<file path="src/rtl/parallel_packer.sv">
// Serial-to-parallel I/Q packer: collects LANES signed samples into one vector,
// emits it with a one-cycle strobe and tracks its position within a frame of BLOCKS vectors.
module parallel_packer #(
    parameter int DATA_WIDTH = 9,
    parameter int LANES      = 16,
    parameter int BLOCKS     = 16
) (
    input  logic                         clk,
    input  logic                         rstn,
    input  logic                         din_valid,
    input  logic signed [DATA_WIDTH-1:0] din_i,
    input  logic signed [DATA_WIDTH-1:0] din_q,
    input  logic                         flush,
    output logic                         dout_valid,
    output logic signed [DATA_WIDTH-1:0] dout_i [0:LANES-1],
    output logic signed [DATA_WIDTH-1:0] dout_q [0:LANES-1],
    output logic [$clog2(BLOCKS)-1:0]    blk_idx,
    output logic                         frame_last,
    output logic                         busy
);

    localparam int LW = (LANES > 1) ? $clog2(LANES) : 1;
    localparam int BW = $clog2(BLOCKS);

    typedef enum logic {
        IDLE = 1'b0,
        FILL = 1'b1
    } state_t;

    state_t                         state_r;
    state_t                         state_nxt_s;
    logic [LW-1:0]                  lane_cnt_r;
    logic [LW-1:0]                  lane_cnt_nxt_s;
    logic [BW-1:0]                  blk_cnt_r;
    logic [BW-1:0]                  blk_cnt_nxt_s;
    logic signed [DATA_WIDTH-1:0]   stage_i_r [0:LANES-1];
    logic signed [DATA_WIDTH-1:0]   stage_q_r [0:LANES-1];
    logic signed [DATA_WIDTH-1:0]   stage_i_s [0:LANES-1];
    logic signed [DATA_WIDTH-1:0]   stage_q_s [0:LANES-1];
    logic                           lane_last_s;
    logic                           blk_last_s;
    logic                           emit_s;
    logic                           frame_end_s;

    // Staging view with the current sample already written, so an emitting cycle includes it
    always_comb begin
        for (int k = 0; k < LANES; k++) begin
            stage_i_s[k] = (din_valid && (lane_cnt_r == LW'(k))) ? din_i : stage_i_r[k];
            stage_q_s[k] = (din_valid && (lane_cnt_r == LW'(k))) ? din_q : stage_q_r[k];
        end
    end

    // Next-state logic: a flush applies after any same-cycle sample has been accepted
    always_comb begin
        lane_last_s    = (lane_cnt_r == LW'(LANES - 1));
        blk_last_s     = (blk_cnt_r == BW'(BLOCKS - 1));
        emit_s         = (din_valid && lane_last_s) ||
                         (flush && (din_valid || (lane_cnt_r != '0)));
        frame_end_s    = emit_s && (flush || blk_last_s);
        lane_cnt_nxt_s = lane_cnt_r;
        blk_cnt_nxt_s  = blk_cnt_r;
        if (emit_s) begin
            lane_cnt_nxt_s = '0;
            blk_cnt_nxt_s  = frame_end_s ? '0 : (blk_cnt_r + BW'(1));
        end else if (flush) begin
            lane_cnt_nxt_s = '0;
            blk_cnt_nxt_s  = '0;
        end else if (din_valid) begin
            lane_cnt_nxt_s = lane_cnt_r + LW'(1);
            blk_cnt_nxt_s  = blk_cnt_r;
        end else begin
            lane_cnt_nxt_s = lane_cnt_r;
            blk_cnt_nxt_s  = blk_cnt_r;
        end
        if ((lane_cnt_nxt_s == '0) && (blk_cnt_nxt_s == '0)) begin
            state_nxt_s = IDLE;
        end else begin
            state_nxt_s = FILL;
        end
    end

    // State and counter registers
    always_ff @(posedge clk or negedge rstn) begin
        if (!rstn) begin
            state_r    <= IDLE;
            lane_cnt_r <= '0;
            blk_cnt_r  <= '0;
        end else begin
            state_r    <= state_nxt_s;
            lane_cnt_r <= lane_cnt_nxt_s;
            blk_cnt_r  <= blk_cnt_nxt_s;
        end
    end

    // Staging lanes: cleared on emission so a later flush leaves unfilled lanes at zero
    always_ff @(posedge clk or negedge rstn) begin
        if (!rstn) begin
            for (int k = 0; k < LANES; k++) begin
                stage_i_r[k] <= '0;
                stage_q_r[k] <= '0;
            end
        end else if (emit_s) begin
            for (int k = 0; k < LANES; k++) begin
                stage_i_r[k] <= '0;
                stage_q_r[k] <= '0;
            end
        end else begin
            stage_i_r <= stage_i_s;
            stage_q_r <= stage_q_s;
        end
    end

    // Output vector and index hold their last emitted value between strobes
    always_ff @(posedge clk or negedge rstn) begin
        if (!rstn) begin
            for (int k = 0; k < LANES; k++) begin
                dout_i[k] <= '0;
                dout_q[k] <= '0;
            end
            blk_idx <= '0;
        end else if (emit_s) begin
            dout_i  <= stage_i_s;
            dout_q  <= stage_q_s;
            blk_idx <= blk_cnt_r;
        end else begin
            dout_i  <= dout_i;
            dout_q  <= dout_q;
            blk_idx <= blk_idx;
        end
    end

    // One-cycle strobes
    always_ff @(posedge clk or negedge rstn) begin
        if (!rstn) begin
            dout_valid <= 1'b0;
            frame_last <= 1'b0;
        end else begin
            dout_valid <= emit_s;
            frame_last <= frame_end_s;
        end
    end

    assign busy = (state_r == FILL);

endmodule

</file>
<file path="config.mk">
export PLATFORM = sky130hd
export DESIGN_NAME = parallel_packer
export DESIGN_NICKNAME = d
export VERILOG_FILES = /design/src/rtl/parallel_packer.sv
export SDC_FILE = /design/constraint.sdc
export NUM_CORES = 1
export LEC_CHECK = 0
export ABC_AREA = 1
export CAP_MARGIN = 25
export CORE_MARGIN = 2
export CORE_UTILIZATION = 51
export CTS_BUF_LIST = sky130_fd_sc_hd__clkbuf_16
export DETAILED_ROUTE_END_ITERATION = 12
export GPL_TIMING_DRIVEN = 0
export PLACE_DENSITY = 0.75
export SETUP_SLACK_MARGIN = 0.3
export SLEW_MARGIN = 20
export SYNTH_ARGS = -nofsm -noshare
export SYNTH_HDL_FRONTEND = slang
export SYNTH_SLANG_ARGS = --single-unit
</file>
<file path="constraint.sdc">
create_clock -name clk -period 1.85 [get_ports clk]
set_input_delay 0.2775 -clock clk [delete_from_list [all_inputs] [get_ports clk]]
set_output_delay 0.2775 -clock clk [all_outputs]
set_load 0.01 [all_outputs]
</file>
# Yosys cells after proc, flatten, opt, wreduce, memory -nomap -nowiden
# Index checks and enable logic that the tools add are counted.
# word_totals
register_bits	591
in_bits	22
out_inout_bits	295
elab_cells	155
# classes
n_addsub	2
eq_ne	16
mux	41
n_reduce_logical	26
# op_table
cell	count
$mux 144	2
$mux 9	32
$eq 4x4->1 const B	9
$mux 4	6
$logic_and 1x1->1	19
$eq 4x3->1 const B	4
$logic_not 4->1	3
$add 4x1->4 const B	2
$eq 4x2->1 const B	2
$eq 4x1->1 const B	1
$reduce_bool 4->1	1
$logic_or 1x1->1	3
$mux 1	1

# Longest topological paths before layout
# Gate-level depths: netlist (run 1).
# depth
ltp_word	10
depth_mapped	12
ltp_nobuf	10

# Least setup slack after synthesis (run 1)
# No wires, ideal clock.
# synth_path
path_kind	register -> register
startpoint	reg lane_cnt_r[0]
endpoint	reg dout_i[101] (netlist bit)
setup_time_ps	136
arrival_ps	1572
required_time_ps	1714
path_slack_ps	143
stages_incl_launch_ff	10
n_path_buf	2
period_less_slack_ps	1707
cell_sequence	dfrtp_1 ha_1 nand2_1 inv_2 nand2_4 nand2_2 nand2_2 buf_4 clkbuf_1 o21ai_0
# synth_between
elab_chain_cells	4
elab_cells_between_ends	9
cone_classes	2 x eq/ne; 1 x mux; 6 x reduce/logical
# synth_rtl
element	line	rtl
start, declared	32	logic [LW-1:0] lane_cnt_r;
start signal, assigned	90	lane_cnt_r <= lane_cnt_nxt_s;
$reduce_bool 4->1	58	(flush && (din_valid || (lane_cnt_r != '0)));
$logic_or 1x1->1	58	
$logic_and 1x1->1	58	
$logic_or 1x1->1	57	emit_s = (din_valid && lane_last_s) ||
end signal, assigned	122	dout_i <= stage_i_s;
end signal, assigned	126	dout_i <= dout_i;
end, declared	15	output logic signed [DATA_WIDTH-1:0] dout_i [0:LANES-1],
# Several ways; a longest one is shown, not always the timed one.
# A chain may end at the register's enable or synchronous reset.

# Worst setup path after layout (run 1)
# layout_path
startpoint	in din_q[7]
endpoint	reg dout_q[7] (netlist bit)
# layout_between
elab_chain_cells	1
# layout_rtl
element	line	rtl
start, declared	12	input logic signed [DATA_WIDTH-1:0] din_q,
$mux 9	49	stage_q_s[k] = (din_valid && (lane_cnt_r == LW'(k))) ? din_q : stage_q_r[k];
end signal, assigned	123	dout_q <= stage_q_s;
end signal, assigned	127	dout_q <= dout_q;
end, declared	16	output logic signed [DATA_WIDTH-1:0] dout_q [0:LANES-1],
# No other way between the ends.

==> results of run 1 <==
## layout by cell type (no fill, tap or decap), types with 21 or more instances in the layout
master	Yosys	final
inv_1	302	307
o21ai_1	9	123
buf_4	10	38
a21oi_1	56	53
clkdlybuf4s50_1	0	185
buf_12	0	21
clkbuf_16	0	86
buf_2	40	42
o21ai_2	0	26
nor2_1	336	288
dlygate4sd2_1	0	81
clkbuf_8	0	23
buf_8	0	46
buf_6	24	38
nand2_2	2	32
nor2_2	3	43
dfrtp_1	591	587
o21ai_0	498	357
nand2_1	605	548
## metrics by stage
stage          worst slack [ns]  std cells
5_1_grt                  -0.154       3711
3_5_place_dp             -0.691       3528
4_1_cts                 -0.0144       3672
2_1_floorplan             0.223       2605
3_3_place_gp             -24.36       3520
6_report                 -0.168       3711
## power groups by stage
stage	registers, mW	clock network [mW]	logic [mW]
5_1_grt	13.4	12.4	3.60
2_1_floorplan	13.7	0	1.00
6_report	13.4	11.9	3.40
3_3_place_gp	13.7	0	2.26
4_1_cts	13.4	11.9	2.85
3_5_place_dp	13.6	0	2.41
## per-layer routing
layer / global-route usage / share of wire
met1: 0.430 / 0.39
met2: 0.497 / 0.46
met3: 0.0596 / 0.093
met4: 0.147 / 0.054
met5: 0 / 0.00014
## cells by family after synthesis
family          after synthesis  synth area share
compound gates              563             0.120
xor+xnor                      2          0.000747
fa+ha+maj                     5           0.00267
buf+inv                     468            0.0863
flops                       591             0.631
simple gates                976             0.160
## worst max-delay path, cell delays in order
cell             delay, ns
clkdlybuf4s50_1       0.40
inv_1                 0.38
clkbuf_1              0.88
o21ai_0               0.33
nand2_1               0.20
nand2_1               0.06
## final cells by class
class,count,area (um^2),area share
buffer,162,2020,0.0623
sequential,591,14800,0.457
timing repair buffer,400,4400,0.136
clock buffer,59,1480,0.0456
clock inverter,48,407,0.0126
inverter,305,1190,0.0367
tap,600,751,0.0232
multi-input combinational,1546,7360,0.227
## registers in the layout, summed over array words and instances (netlist names)
register / flops
dout_q: 144
frame_last: 1
blk_cnt_r: 4
blk_idx: 4
stage_q_r: 144
stage_i_r: 144
busy: 1
dout_i: 144
lane_cnt_r: 4
dout_valid: 1
## timing repair
| action | CTS | global route |
|---|---|---|
| resized for setup | 602 | 349 |
| pin swaps | 7 | 9 |
| cloned | 10 | 25 |
| setup buffers | 27 | 14 |
| endpoints found under the setup margin | 880 | 1250 |
| hold buffers | 1 | 0 |
| hold endpoints to repair | 60 | 0 |
## path summary, 6_finish.rpt
check,cells past startpoint,slack [ns],to
max reg2reg,9,-0.10,dout_i[81]
max in group asynchronous,4,0.39,stage_q_r[10]
max,6,-0.17,dout_q[7]
min reg2reg,2,0.48,dout_i[118]
min,3,0.15,lane_cnt_r[0]
min in group asynchronous,2,0.19,dout_i[2]
==> run_results.csv, run 1 <==
group,metric,value,unit
run_status,status,"complete, but fails checks",
run_status,violations,"setup timing",
clock_network,cts_buffers,58,
logic_synthesis,synth_most_common_cell,"nand2_1",
pwr,clock_power_share,0.414,
floorplan,initial_core_util,0.517,
floorplan,io_pins,317,
floorplan,die_w,218,um
global_route,antenna_found_initial,1,
setup_path,arrival,2.53,ns
timing,min_period_over_period,1.09,
detailed_routing,drt_wl_total,79900,um
pwr,power_density,886,mW/mm^2
clock_network,clk_latency,0.63,ns
placed_design,hpwl,49400,um
clock_network,clock_path_buffers,3,
logic_synthesis,synthTopCellsByArea,"dfrtp_1 (63%), o21ai_0 (11%), nand2_1 (9.7%)",
finish,fin_util,0.714,
detailed_routing,drtPass1Iterations,6,
finish,drive_gt1_frac,0.167,
hold_path,min_from,"din_valid",
pwr,p_leak,15.7,nW
detailed_routing,antenna_left,0,
clock_network,cts_sinks,591,
finish,final_area,0.0324,mm^2
timing,fmax,0.495,GHz
global_route,grt_pass1_vias,19700,
pwr,swShare,0.255,
placed_design,routabilityCongestion,0.862,
logic_synthesis,syn_inst,2605,
clock_network,cts_htree_levels,2,
floorplan,core_area,0.0454,mm^2
timing,slew_headroom,0.257,
placed_design,placed_cell_area,0.0277,mm^2
pwr,p_int,21.4,mW
logic_synthesis,yosysSeqAreaShare,0.631,
logic_synthesis,async_reset_ff_frac,1.00,
finish,area_delta_synth_final,38.1,%
detailed_routing,vias,20500,
detailed_routing,routed_via_density,5.52,
global_route,grt_use_total,0.317,
logic_synthesis,ys.warnings.count,0,
logic_synthesis,yosysUniqueCellTypes,21,
logic_synthesis,synth_edf_count,0,
timing,holdWs,0.146,ns
timing,finalMaxSlewViolations,0,
setup_path,path_class,"input pin to register",
detailed_routing,wl_per_cell,21.5,um
detailed_routing,drt_iter0_markers,2277,
finish,fillCellCount,3228,
placed_design,port_buffers,315,
timing,rsz0062_at_grt,"yes",
job,maxCapViolations,0,
logic_synthesis,yosysTopAreaCell,"dfrtp_1",
timing,finalSetupViolCount,269,
pwr,p_switching,7.33,mW
floorplan,die_area,0.0477,mm^2
timing,hold_viol_final,0,
logic_synthesis,synth-seq-cells,591,
setup_path,cp_max_fo,10,
floorplan,fp-row-count,78,
clock_network,clock-root-buffer,"clkbuf_16",
setup_path,crit_start,"din_q[7]",
logic_synthesis,synth_ff_type,"dfrtp_1",
floorplan,die_h,218,um
logic_synthesis,synth.avg_cell_area,9.00,um^2
setup_path,r2r-start,"lane_cnt_r[2]",
setup_path,critPathCaptureType,"register",
finish,antennaDiodeCount,0,
setup_path,required,2.36,ns
global_route,grt_max_degree,106,
timing,worst_pin_slew,1.11,ns
finish,num-nets-final,3091,
timing,totalNegativeSetupSlack,-5.66,ns
detailed_routing,drc,0,
global_route,grt_overflow,0,
clock_network,cts_tree,"built",
setup_path,crit_path_start_kind,"input pin",
logic_synthesis,synth_area,0.0235,mm^2
pwr,peakVddDrop,733,uV
timing,final.min_clock_period,2.02,ns
hold_path,hold_path.class,"input pin to register",
logic_synthesis,synthTopCellsByCount,"nand2_1 (605), dfrtp_1 (591), o21ai_0 (498)",
global_route,grt_pass1_wl,114000,um
pwr,combPwrFrac,0.119,
timing,fin_ws,-0.168,ns
pwr,totalPowerFinal,28.7,mW
logic_synthesis,yosysTopAreaCellShare,0.631,
pwr,p_seq_frac,0.467,
clock_network,clk_pin_slew,0.06,ns
logic_synthesis,synth_nets,2632,
timing,skew,0.0136,ns
No activity file was read; power rests on OpenSTA's default activity.
==> run 2: changes to the inputs <==
--- a/config.mk
+++ b/config.mk
@@ -11,7 +11,6 @@
 export CORE_UTILIZATION = 51
 export CTS_BUF_LIST = sky130_fd_sc_hd__clkbuf_16
 export DETAILED_ROUTE_END_ITERATION = 12
-export GPL_TIMING_DRIVEN = 0
 export PLACE_DENSITY = 0.75
 export SETUP_SLACK_MARGIN = 0.3
 export SLEW_MARGIN = 20
==> run 2 against run 1 <==
Wire length increased by 9.2%; sequential share of layout area decreased by 1.3 points; critical path type is now register to register; the flow still finishes with violations (setup timing); critical path depth increased by 6; die area unchanged; critical endpoint is now dout_q[103]; non-clock buffer count unchanged; sequential power about the same.
==> run_results.csv, run 2 (synthesis results as in run 1) <==
group,metric,value,unit
setup_path,required,2.38,ns
global_route,grt_pass1_wl,121000,um
floorplan,die_area,0.0477,mm^2
setup_path,arrival,2.42,ns
floorplan,die_w,218,um
timing,min_period_over_period,1.02,
setup_path,rr_worst_depth,12,
clock_network,clk_latency,0.64,ns
floorplan,io_pins,317,
placed_design,dp_slack,-0.507,ns
setup_path,path_cells,"buf_6 -> ha_4 -> nand2_2 -> inv_2 -> nand2_4 -> nand2_4 -> nand2_8 -> buf_12 -> buf_8 -> buf_8 -> buf_16 -> o21ai_2",
clock_network,clock-root-buffer,"clkbuf_16",
timing,fin_ws,-0.0387,ns
finish,fin_cells,3708,
timing,final.min_clock_period,1.89,ns
setup_path,critPathCaptureType,"register",
timing,totalNegativeSetupSlack,-0.185,ns
clock_network,clock_path_buffers,3,
setup_path,path_delay_family,"buffers and inverters",
global_route,grt_pass1_vias,20500,
timing,worst_pin_slew,0.498,ns
pwr,totalPowerFinal,28.5,mW
floorplan,initial_core_util,0.517,
setup_path,r2r-start,"lane_cnt_r[1]",
timing,skew,0.0204,ns
detailed_routing,wl_per_cell,23.5,um
placed_design,hpwl,41300,um
hold_path,hold_path.class,"input pin to async pin",
clock_network,clk_pin_slew,0.07,ns
detailed_routing,routed_via_density,5.75,
finish,drive_gt1_frac,0.162,
placed_design,placed_cell_area,0.0281,mm^2
placed_design,port_buffers,316,
placed_design,dp_cells,3480,
finish,final_cell_mix,"dfrtp_1 (588), nand2_1 (568), nor2_1 (322)",
setup_path,rr_endpoint,"dout_q[103]",
global_route,antenna_found_initial,4,
run_status,status,"complete, but fails checks",
setup_path,slowest_stage,"dfrtp_1",
detailed_routing,drt_iter0_markers,2589,
detailed_routing,antenna_left,0,
setup_path,cp_max_fo,7,
setup_path,r2r_slack,-0.04,ns
finish,final_area,0.0334,mm^2
timing,hold_viol_final,0,
floorplan,die_h,218,um
floorplan,fp-row-count,78,
placed_design,routabilityCongestion,0.824,
pwr,power_density,853,mW/mm^2
global_route,grt_use_total,0.339,
timing,slew_headroom,0.668,
floorplan,core_area,0.0454,mm^2
timing,fmax,0.529,GHz
clock_network,cts_buffers,56,
finish,area_delta_synth_final,42.2,%
setup_path,crit_path_start_kind,"register",
detailed_routing,drtPass1Iterations,8,
clock_network,cts_sinks,591,
detailed_routing,drt_wl_total,87200,um
global_route,grt_overflow,0,
pwr,p_leak,17.4,nW
detailed_routing,vias,21300,
finish,num-nets-final,3089,
global_route,grt_max_degree,64,
timing,finalSetupViolCount,11,
setup_path,path_class,"register to register",
timing,rsz0062_at_grt,"yes",
detailed_routing,drc,0,
setup_path,cpPeakStageDelay,0.38,ns
clock_network,cts_tree,"built",
finish,layout_commonest_cell,"dfrtp_1",
clock_network,cts_htree_levels,2,
pwr,peakVddDrop,715,uV
setup_path,worst-path-buf-inv,6,
job,maxCapViolations,0,
run_status,violations,"setup timing",
timing,finalMaxSlewViolations,0,
## run 2: changes by cell type in the layout (fill, tap and decap cells not counted), sizes merged, moves of 5 or more
| cell | delta |
|---|---|
| clkbuf | -53 |
| clkdlybuf4s50 | -63 |
| buf | +11 |
| clkdlybuf4s15 | -5 |
| dlymetal6s2s | +64 |
| dlygate4sd2 | +41 |
| clkinv | -5 |
## run 2: area by class of cell
type,count,area (um^2)
Fill cell,2894,12000
Antenna cell,2,5.00
Tap cell,600,751
Clock buffer,57,1430
Clock inverter,45,322
Inverter,305,1160
Multi-Input combinational cell,1546,7420
Sequential cell,591,14800
Timing Repair Buffer,562,7480
## run 2: per-layer routing
metal  wire [um]  track usage  vias to the layer above  part of all wire
met5          12            0                        -           0.00014
met4        5620        0.188                        2             0.064
met3        9710       0.0733                      383              0.11
met2       40000        0.521                     1507              0.46
met1       31900        0.449                    10400              0.37
li1            -            -                     9008                 -
## run 2: timing repair
| item | CTS | global route |
|---|---|---|
| endpoints found under the setup margin | 873 | 882 |
| gates cloned | 43 | 35 |
| endpoints found under the hold margin | 324 | 0 |
| hold buffers | 1 | 0 |
| setup buffers | 37 | 8 |
| resized for setup | 411 | 313 |
| pin swaps | 57 | 20 |
## run 2: worst register-to-register path, cell delays in order (launching register included)
cell,delay (ns)
dfrtp_1,0.38
buf_6,0.12
ha_4,0.12
nand2_2,0.06
inv_2,0.09
nand2_4,0.06
nand2_4,0.09
nand2_8,0.10
buf_12,0.16
buf_8,0.14
buf_8,0.13
buf_16,0.14
o21ai_2,0.21
## run 2: how the worst max path moves through the flow
stage                  start          end  slack (ns)  depth (start not counted)
5_1_grt        lane_cnt_r[0]   dout_i[64]       -0.14                          9
3_5_place_dp       din_valid  dout_q[115]       -0.51                          6
2_1_floorplan  lane_cnt_r[0]  dout_i[107]        0.22                         11
4_1_cts          dout_q[114]  dout_q[114]        0.02                          1
3_3_place_gp       din_valid   dout_i[19]       -0.38                          6
6_report       lane_cnt_r[1]  dout_q[103]       -0.04                         12
## run 2: report_power, final
part           switching [mW]  internal [mW]  leakage [nW]
clock                    5.18           6.14         0.898
sequential              0.228           13.2          8.20
combinational            2.14           1.56          8.27
total                    7.54           20.9          17.4
## run 2: per-stage QoR
| step | util | hold slack, ns |
|---|---|---|
| final | 0.735 | 0.154 |
| after global routing | 0.735 | 0.189 |
| after CTS | 0.702 | 0.190 |
| after detailed placement | 0.619 | 0.220 |
| after global placement | 0.619 | 0.231 |
| after floorplan | - | -0.0181 |
